[src/rtl/hcsr04_pkg.sv]
`default_nettype none
// +----------------------------------------------------------------------------+
// | Module      : hcsr04_pkg                                                   |
// | Description : Shared types and constants for the HC-SR04 responder:        |
// |               FSM state encoding, default timing constants and the         |
// |               jitter LFSR seed/tap mask.                                   |
// | Revision    : 1.0 - initial release                                        |
// +----------------------------------------------------------------------------+
package hcsr04_pkg;

  typedef enum logic [2:0] {
    IDLE    = 3'd0,
    TRIG_HI = 3'd1,
    BURST   = 3'd2,
    ECHO    = 3'd3,
    HOLDOFF = 3'd4
  } state_e;

  localparam int TIMEOUT_US_DEF  = 38000;
  localparam int TRIG_MIN_US_DEF = 10;

  // Fibonacci LFSR, taps 16,14,13,11 -> bits 15,13,12,10.
  localparam logic [15:0] LFSR_SEED = 16'hACE1;
  localparam logic [15:0] LFSR_TAPS = 16'hB400;

endpackage
`default_nettype wire

[src/rtl/hcsr04_responder_us_tick_gen.sv]
`default_nettype none
// +----------------------------------------------------------------------------+
// | Module      : us_tick_gen                                                  |
// | Description : Microsecond prescaler. Counts 0..CLK_MHZ-1 and flags the     |
// |               last count. i_restart forces the count back to 0 so that a   |
// |               freshly entered state sees a full microsecond first.         |
// | Ports       : i_clk, i_rst (sync, active high), i_restart, o_tick          |
// | Revision    : 1.0 - initial release                                        |
// +----------------------------------------------------------------------------+
module us_tick_gen #(
  parameter int CLK_MHZ = 64
) (
  input  logic i_clk,
  input  logic i_rst,
  input  logic i_restart,
  output logic o_tick
);

  localparam int CW = (CLK_MHZ > 1) ? $clog2(CLK_MHZ) : 1;
  localparam logic [CW-1:0] C_LAST = CW'(CLK_MHZ - 1);

  logic [CW-1:0] cnt_q;

  always_ff @(posedge i_clk) begin
    if (i_rst || i_restart) begin
      cnt_q <= '0;
    end else if (cnt_q == C_LAST) begin
      cnt_q <= '0;
    end else begin
      cnt_q <= cnt_q + CW'(1);
    end
  end

  assign o_tick = (cnt_q == C_LAST);

endmodule
`default_nettype wire

[src/rtl/hcsr04_responder.sv]
`default_nettype none
// +----------------------------------------------------------------------------+
// | Module      : hcsr04_responder                                             |
// | Description : Sensor-side HC-SR04 emulation. Accepts a trigger pulse of at |
// |               least TRIG_MIN_US and answers, BURST_US after the trigger    |
// |               fall, with an echo pulse of the programmed width in us,      |
// |               followed by a HOLDOFF_US dead time.                          |
// | Ports       : i_clk, i_rst     clock / sync active-high reset              |
// |               i_enable         allow new triggers (checked in IDLE)        |
// |               i_echo_us[15:0]  echo width in us, latched on accept         |
// |               i_trigger        asynchronous trigger pin                    |
// |               o_echo           echo pin (registered)                       |
// |               o_busy           state is not IDLE                           |
// |               o_short_trig     1-cycle pulse on a too-short trigger        |
// |               o_trig_count     accepted triggers, wraps                    |
// | Options     : HCSR04_RESP_JITTER_EN adds 0..7 us of LFSR jitter to the     |
// |               latched echo width (saturated to TIMEOUT_US).                |
// | Revision    : 1.0 - initial release                                        |
// +----------------------------------------------------------------------------+
module hcsr04_responder
  import hcsr04_pkg::*;
#(
  parameter int CLK_MHZ     = 64,
  parameter int TRIG_MIN_US = TRIG_MIN_US_DEF,
  parameter int BURST_US    = 200,
  parameter int TIMEOUT_US  = TIMEOUT_US_DEF,
  parameter int HOLDOFF_US  = 10000
) (
  input  logic        i_clk,
  input  logic        i_rst,
  input  logic        i_enable,
  input  logic [15:0] i_echo_us,
  input  logic        i_trigger,
  output logic        o_echo,
  output logic        o_busy,
  output logic        o_short_trig,
  output logic [15:0] o_trig_count
);

  localparam int MIN_CYC = TRIG_MIN_US * CLK_MHZ;
  localparam int CYC_W   = $clog2(MIN_CYC + 1);
  localparam logic [CYC_W-1:0] C_MIN_CYC   = CYC_W'(MIN_CYC);
  localparam logic [15:0]      C_BURST_LST = 16'(BURST_US - 1);
  localparam logic [15:0]      C_HOLD_LST  = 16'(HOLDOFF_US - 1);
  localparam logic [15:0]      C_TIMEOUT   = 16'(TIMEOUT_US);

  // Synchronizer and edge detect
  logic       sync1_q, trig_s_q, trig_d_q;
  logic [1:0] fill_q;
  logic       arm_q;
  logic       w_rise, w_fall;

  // FSM and datapath
  state_e           state_q, state_d;
  logic [CYC_W-1:0] cyc_cnt_q, cyc_cnt_d;
  logic [15:0]      us_cnt_q, us_cnt_d;
  logic [15:0]      echo_len_q, echo_len_d;
  logic [15:0]      trig_count_q, trig_count_d;
  logic             short_q, short_d;
  logic             echo_q;
  logic             w_tick, w_restart, w_long_enough;
  logic [15:0]      w_len_base, w_len_final;

  always_ff @(posedge i_clk) begin
    if (i_rst) begin
      sync1_q  <= 1'b0;
      trig_s_q <= 1'b0;
      trig_d_q <= 1'b0;
      fill_q   <= 2'b00;
      arm_q    <= 1'b0;
    end else begin
      sync1_q  <= i_trigger;
      trig_s_q <= sync1_q;
      trig_d_q <= trig_s_q;
      fill_q   <= {fill_q[0], 1'b1};
      // Arm only after a genuine low has travelled through the synchronizer,
      // so a line already high at reset release cannot look like a rise.
      if (fill_q[1] && !trig_s_q) begin
        arm_q <= 1'b1;
      end
    end
  end

  assign w_rise = trig_s_q & ~trig_d_q & arm_q;
  assign w_fall = ~trig_s_q & trig_d_q;

  // Restart the prescaler on every state change so each phase starts on a
  // whole microsecond boundary.
  assign w_restart = (state_d != state_q);

  us_tick_gen #(
    .CLK_MHZ (CLK_MHZ)
  ) u_tick (
    .i_clk     (i_clk),
    .i_rst     (i_rst),
    .i_restart (w_restart),
    .o_tick    (w_tick)
  );

  assign w_long_enough = (cyc_cnt_q >= C_MIN_CYC);
  assign w_len_base    = ((i_echo_us == 16'd0) || (i_echo_us > C_TIMEOUT)) ? C_TIMEOUT
                                                                           : i_echo_us;

`ifdef HCSR04_RESP_JITTER_EN
  logic [15:0] lfsr_q;
  logic [16:0] w_len_sum;
  logic        w_accept;

  assign w_accept = (state_q == TRIG_HI) && w_fall && w_long_enough;

  always_ff @(posedge i_clk) begin
    if (i_rst) begin
      lfsr_q <= LFSR_SEED;
    end else if (w_accept) begin
      lfsr_q <= {lfsr_q[14:0], ^(lfsr_q & LFSR_TAPS)};
    end
  end

  // Jitter uses the LFSR value current at the latch, before it steps.
  assign w_len_sum   = {1'b0, w_len_base} + {14'd0, lfsr_q[2:0]};
  assign w_len_final = (w_len_sum > {1'b0, C_TIMEOUT}) ? C_TIMEOUT : w_len_sum[15:0];
`else
  assign w_len_final = w_len_base;
`endif

  always_ff @(posedge i_clk) begin
    if (i_rst) begin
      state_q      <= IDLE;
      cyc_cnt_q    <= '0;
      us_cnt_q     <= '0;
      echo_len_q   <= '0;
      trig_count_q <= '0;
      short_q      <= 1'b0;
      echo_q       <= 1'b0;
    end else begin
      state_q      <= state_d;
      cyc_cnt_q    <= cyc_cnt_d;
      us_cnt_q     <= us_cnt_d;
      echo_len_q   <= echo_len_d;
      trig_count_q <= trig_count_d;
      short_q      <= short_d;
      // One flop behind the state so the echo aligns with the pin latency.
      echo_q       <= (state_q == ECHO);
    end
  end

  always_comb begin
    state_d      = state_q;
    cyc_cnt_d    = cyc_cnt_q;
    us_cnt_d     = us_cnt_q;
    echo_len_d   = echo_len_q;
    trig_count_d = trig_count_q;
    short_d      = 1'b0;

    unique case (state_q)
      IDLE: begin
        if (w_rise && i_enable) begin
          state_d   = TRIG_HI;
          cyc_cnt_d = '0;
        end
      end

      TRIG_HI: begin
        if (w_fall) begin
          if (w_long_enough) begin
            echo_len_d   = w_len_final;
            trig_count_d = trig_count_q + 16'd1;
            us_cnt_d     = '0;
            state_d      = BURST;
          end else begin
            short_d = 1'b1;
            state_d = IDLE;
          end
        end else if (trig_s_q && (cyc_cnt_q != C_MIN_CYC)) begin
          cyc_cnt_d = cyc_cnt_q + CYC_W'(1);
        end
      end

      BURST: begin
        if (w_tick) begin
          if (us_cnt_q == C_BURST_LST) begin
            us_cnt_d = '0;
            state_d  = ECHO;
          end else begin
            us_cnt_d = us_cnt_q + 16'd1;
          end
        end
      end

      ECHO: begin
        if (w_tick) begin
          if (us_cnt_q == (echo_len_q - 16'd1)) begin
            us_cnt_d = '0;
            state_d  = HOLDOFF;
          end else begin
            us_cnt_d = us_cnt_q + 16'd1;
          end
        end
      end

      HOLDOFF: begin
        if (w_tick) begin
          if (us_cnt_q == C_HOLD_LST) begin
            us_cnt_d = '0;
            state_d  = IDLE;
          end else begin
            us_cnt_d = us_cnt_q + 16'd1;
          end
        end
      end

      default: begin
        state_d = IDLE;
      end
    endcase
  end

  assign o_echo       = echo_q;
  assign o_busy       = (state_q != IDLE);
  assign o_short_trig = short_q;
  assign o_trig_count = trig_count_q;

endmodule
`default_nettype wire

[config.mk]
export PLATFORM = sky130hd
export DESIGN_NAME = hcsr04_responder
export DESIGN_NICKNAME = d
export VERILOG_FILES = /design/src/rtl/hcsr04_pkg.sv /design/src/rtl/hcsr04_responder_us_tick_gen.sv /design/src/rtl/hcsr04_responder.sv
export SDC_FILE = /design/constraint.sdc
export NUM_CORES = 1
export LEC_CHECK = 0
export BUFFER_PORTS_ARGS = -buffer_cell sky130_fd_sc_hd__buf_2
export CAP_MARGIN = 20
export CORE_ASPECT_RATIO = 1.5
export CORE_MARGIN = 2
export CORE_UTILIZATION = 40
export DETAILED_ROUTE_END_ITERATION = 8
export GPL_ROUTABILITY_DRIVEN = 0
export GPL_TIMING_DRIVEN = 0
export PLACE_DENSITY = 0.61
export SLEW_MARGIN = 20
export SYNTH_ARGS = -nofsm -noshare
export SYNTH_HDL_FRONTEND = slang
export SYNTH_SLANG_ARGS = --single-unit
[constraint.sdc]
create_clock -name i_clk -period 5.9 [get_ports i_clk]
set_clock_uncertainty 0.1 [all_clocks]
set_input_delay 0.295 -clock i_clk [delete_from_list [all_inputs] [get_ports i_clk]]
set_output_delay 0.295 -clock i_clk [all_outputs]
set_load 0.005 [all_outputs]
==> results by group <==
Logic synthesis
  • Flops & latches, synth: 75
  • Post-synthesis cell count: 456
  • Synth Net Count: 482
  • Yosys top cell by area: dfxtp_1
  • Sequential element share of the synthesized area: 40.1%
  • Top cells by area, synth: dfxtp_1, xor2_1, nor2_1
  • Syn Area/Cell: a little over 8 µm²
  • Asr flop ratio synth: 0%
  • Yosys cell types: 53
  • Main synth FF type: dfxtp_1
  • Number of synthesized flops with an enable pin: 0
  • Yosys top cell area share: between 40% and 50%
  • Netlist area before placement: roughly 3700 µm²
  • Yosys warns: 0

Drt
  • Via count: 3362
  • Starting DRT DRC Count: 126
  • Post-route antenna net violation count: 0
  • DRT Wirelength: 8830 µm
  • Drt pass-1 iters: 5
  • WL per Instance: 14.2 µm
  • Drt drc: 0
  • Via-per-instance ratio: roughly 5.4

Clock tree
  • Clock Root Buffer: clkbuf_16
  • Clock-pin slew on the worst setup and hold paths: approximately 60 ps
  • Hold buffer count at CTS: 0
  • Maximum buffer depth of the clock tree: 2
  • CTS tree: yes
  • Setup Fix Bufs, Post-CTS: 0
  • Post-CTS sizing: 0
  • CTS buffer count: 9
  • CTS H-Tree Depth: 3
  • Worst skew pair latency: 340 ps
  • Clk sinks: between 70 and 80

Worst setup path
  • R2R setup slack: 2500 ps
  • Critical path endpoint category: flip-flop
  • Crit path kind: reg -> reg
  • WP data arrival: around 3500 ps
  • Worst-path maximum fanout: 10
  • Crit path required time: 6030 ps
  • RR Endpoint: us_cnt_q[12]$_SDFFE_PP0P_
  • CP startpoint kind: flip-flop
  • Reg2Reg Depth: 11
  • RR Startpoint: echo_len_q[3]$_SDFFE_PP0P_

Layout
  • Design Area, Final: 4360 µm²
  • Area Growth Syn to Fin: 16.4%
  • Antenna fix cells: 0
  • Layout cells sized above 1: 12.9%
  • Leading cell type in the layout, fill and taps excluded: dfxtp_1
  • Total Nets Final: around 530
  • Most frequent cells in the layout: dfxtp_1, nor2_1, nand2_1

Timing
  • Min cycle time layout: 3400 ps
  • Max frequency: 0.294 GHz
  • Final slew viol count: 0
  • Rel. slew slack: 57.2%
  • Worst-Margin Slew: between 600 and 700 ps
  • Final period util: 57.7%
  • Final setup fails: 0
  • Final TNS setup: 0 ps
  • RSZ-0062 raised after global routing: no
  • Final hold violations: 0

Min path
  • HP Class: in -> reg
  • Min-Delay Endpoint: sync1_q$_SDFF_PP0_
  • Hold Startpoint: i_trigger
  • Hold Path Stages: 2

Global route
  • Number of global-route vias before repair: 3215
  • Largest net degree at the start of global routing: 16
  • Total gr overflow: 0
  • All-layer global routing usage: roughly 18%
  • First-pass GRT wire length: 14700 µm
  • Initial antenna violation count: 0

Pwr
  • Leak pwr: 1.73 nW
  • Internal: a little over 800 µW
  • Sequential Power Share: 48.3%
  • Clock power share: 48.6%
  • Sw Ratio: a little under a quarter
  • P_sw: 251 µW
  • Pwr dens: 244 nW/µm²
  • Comb power frac: 3.1%
  • Worst vdd ir: 0.000185 V

Place
  • PortBufs: 38
  • Detail Placement HPWL: roughly 6600 µm
  • Placement Cell Area: 4080 µm²

Floorplanning
  • Die Y: 123 µm
  • Number of core rows: 43
  • Core footprint: between 9000 and 10000 µm²
  • Chip width: 83.0 µm
  • Initial core utilization: 40.7%
  • Ports: 39
  • Total Die Area: 10200 µm²

Job
  • Max_cap viols: 0

Status
  • Status: finished clean
stage by stage:
stage	power (mW)	utilization (%)	hold slack, ps	setup slack, ps	cells
3_3_place_gp	0.558	44.3	317	2570	606
4_1_cts	1.08	47.4	59.8	2510	622
6_report	1.06	47.4	62.2	2500	622
5_1_grt	1.10	47.4	88.1	2360	622
2_1_floorplan	0.542	-	285	2890	456
3_5_place_dp	0.559	44.3	325	2520	606
cell type report:
type / instances / area [µm²]
fillers: 894 / 4840
plain buffers: 17 / 82.6
flip-flops and latches: 75 / 1500
multi-input cells: 348 / 2100
inverters: 16 / 60.1
repair buffers: 38 / 190
clock inverters: 7 / 58.8
clock buffers: 9 / 225
well taps: 112 / 140
how the worst max path moves through the flow:
stage | startpoint | end | slack [ps]
4_1_cts | echo_len_q[3]$_SDFFE_PP0P_ | us_cnt_q[12]$_SDFFE_PP0P_ | 2510
3_3_place_gp | echo_len_q[3]$_SDFFE_PP0P_ | us_cnt_q[12]$_SDFFE_PP0P_ | 2570
3_5_place_dp | echo_len_q[3]$_SDFFE_PP0P_ | us_cnt_q[12]$_SDFFE_PP0P_ | 2520
6_report | echo_len_q[3]$_SDFFE_PP0P_ | us_cnt_q[12]$_SDFFE_PP0P_ | 2500
5_1_grt | echo_len_q[3]$_SDFFE_PP0P_ | us_cnt_q[9]$_SDFFE_PP0P_ | 2360
2_1_floorplan | echo_len_q[3]$_SDFFE_PP0P_ | us_cnt_q[12]$_SDFFE_PP0P_ | 2890
layer usage:
| metal | share of wire [%] | global-route usage [%] | up-vias |
|---|---|---|---|
| met5 | 0 | 0 | - |
| met4 | 3.1 | 10.9 | 0 |
| met3 | 3.9 | 3.23 | 15 |
| met2 | 51 | 33.2 | 75 |
| met1 | 42 | 19.4 | 1547 |
| li1 | - | - | 1725 |
critical path, cell delays in order, from the launching register on:
cell,delay (ps)
dfxtp_1,380
or4_4,570
or3_1,370
buf_6,140
o31a_1,230
nor4_1,320
o2111ai_1,270
o31ai_2,260
a211o_2,230
buf_6,150
nor2_1,50
a211o_1,210
power groups by stage:
stage | Clock (mW) | Sequential [mW] | Combinational [mW]
after floorplan | 0 | 0.524 | 0.0174
after global placement | 0 | 0.525 | 0.0328
after detailed placement | 0 | 0.525 | 0.0335
after CTS | 0.534 | 0.514 | 0.0337
after global routing | 0.549 | 0.514 | 0.0375
final | 0.517 | 0.514 | 0.0334
state kept, by name, indices dropped and copies added (netlist names):
name,count
echo_len_q,16
o_trig_count,16
us_cnt_q,16
cyc_cnt_q,10
u_tick.cnt_q,6
state_q,3
fill_q,2
arm_q,1
o_echo,1
o_short_trig,1
sync1_q,1
trig_d_q,1
trig_s_q,1
cells by family after synthesis:
logic type / count (synthesis) / synth area share, %
flip-flops: 75 / 40.1
AO/OA/AOI/OAI: 99 / 17.3
adder cells (fa/ha/maj): 6 / 2.00
AND/OR/NAND/NOR: 200 / 26.7
XOR/XNOR: 42 / 9.82
buffers and inverters: 33 / 3.81
multiplexers: 1 / 0.267
synth_stat cells, types with 3 or more instances:
library cell  number
a21o_1             6
a21oi_1           27
a22oi_1           12
and3_1            13
clkbuf_1          13
dfxtp_1           75
ha_1               6
inv_1             15
nand2_1           43
nand2b_1           8
nand3_1           15
nand4_1           11
nor2_1            60
nor2b_1            4
nor3_1            10
nor4_1             8
o211ai_1           4
o21ai_0           22
o31ai_1            4
or3_1             14
or4_1              3
xnor2_1           15
xor2_1            27
(Power assumes the default switching activity.)
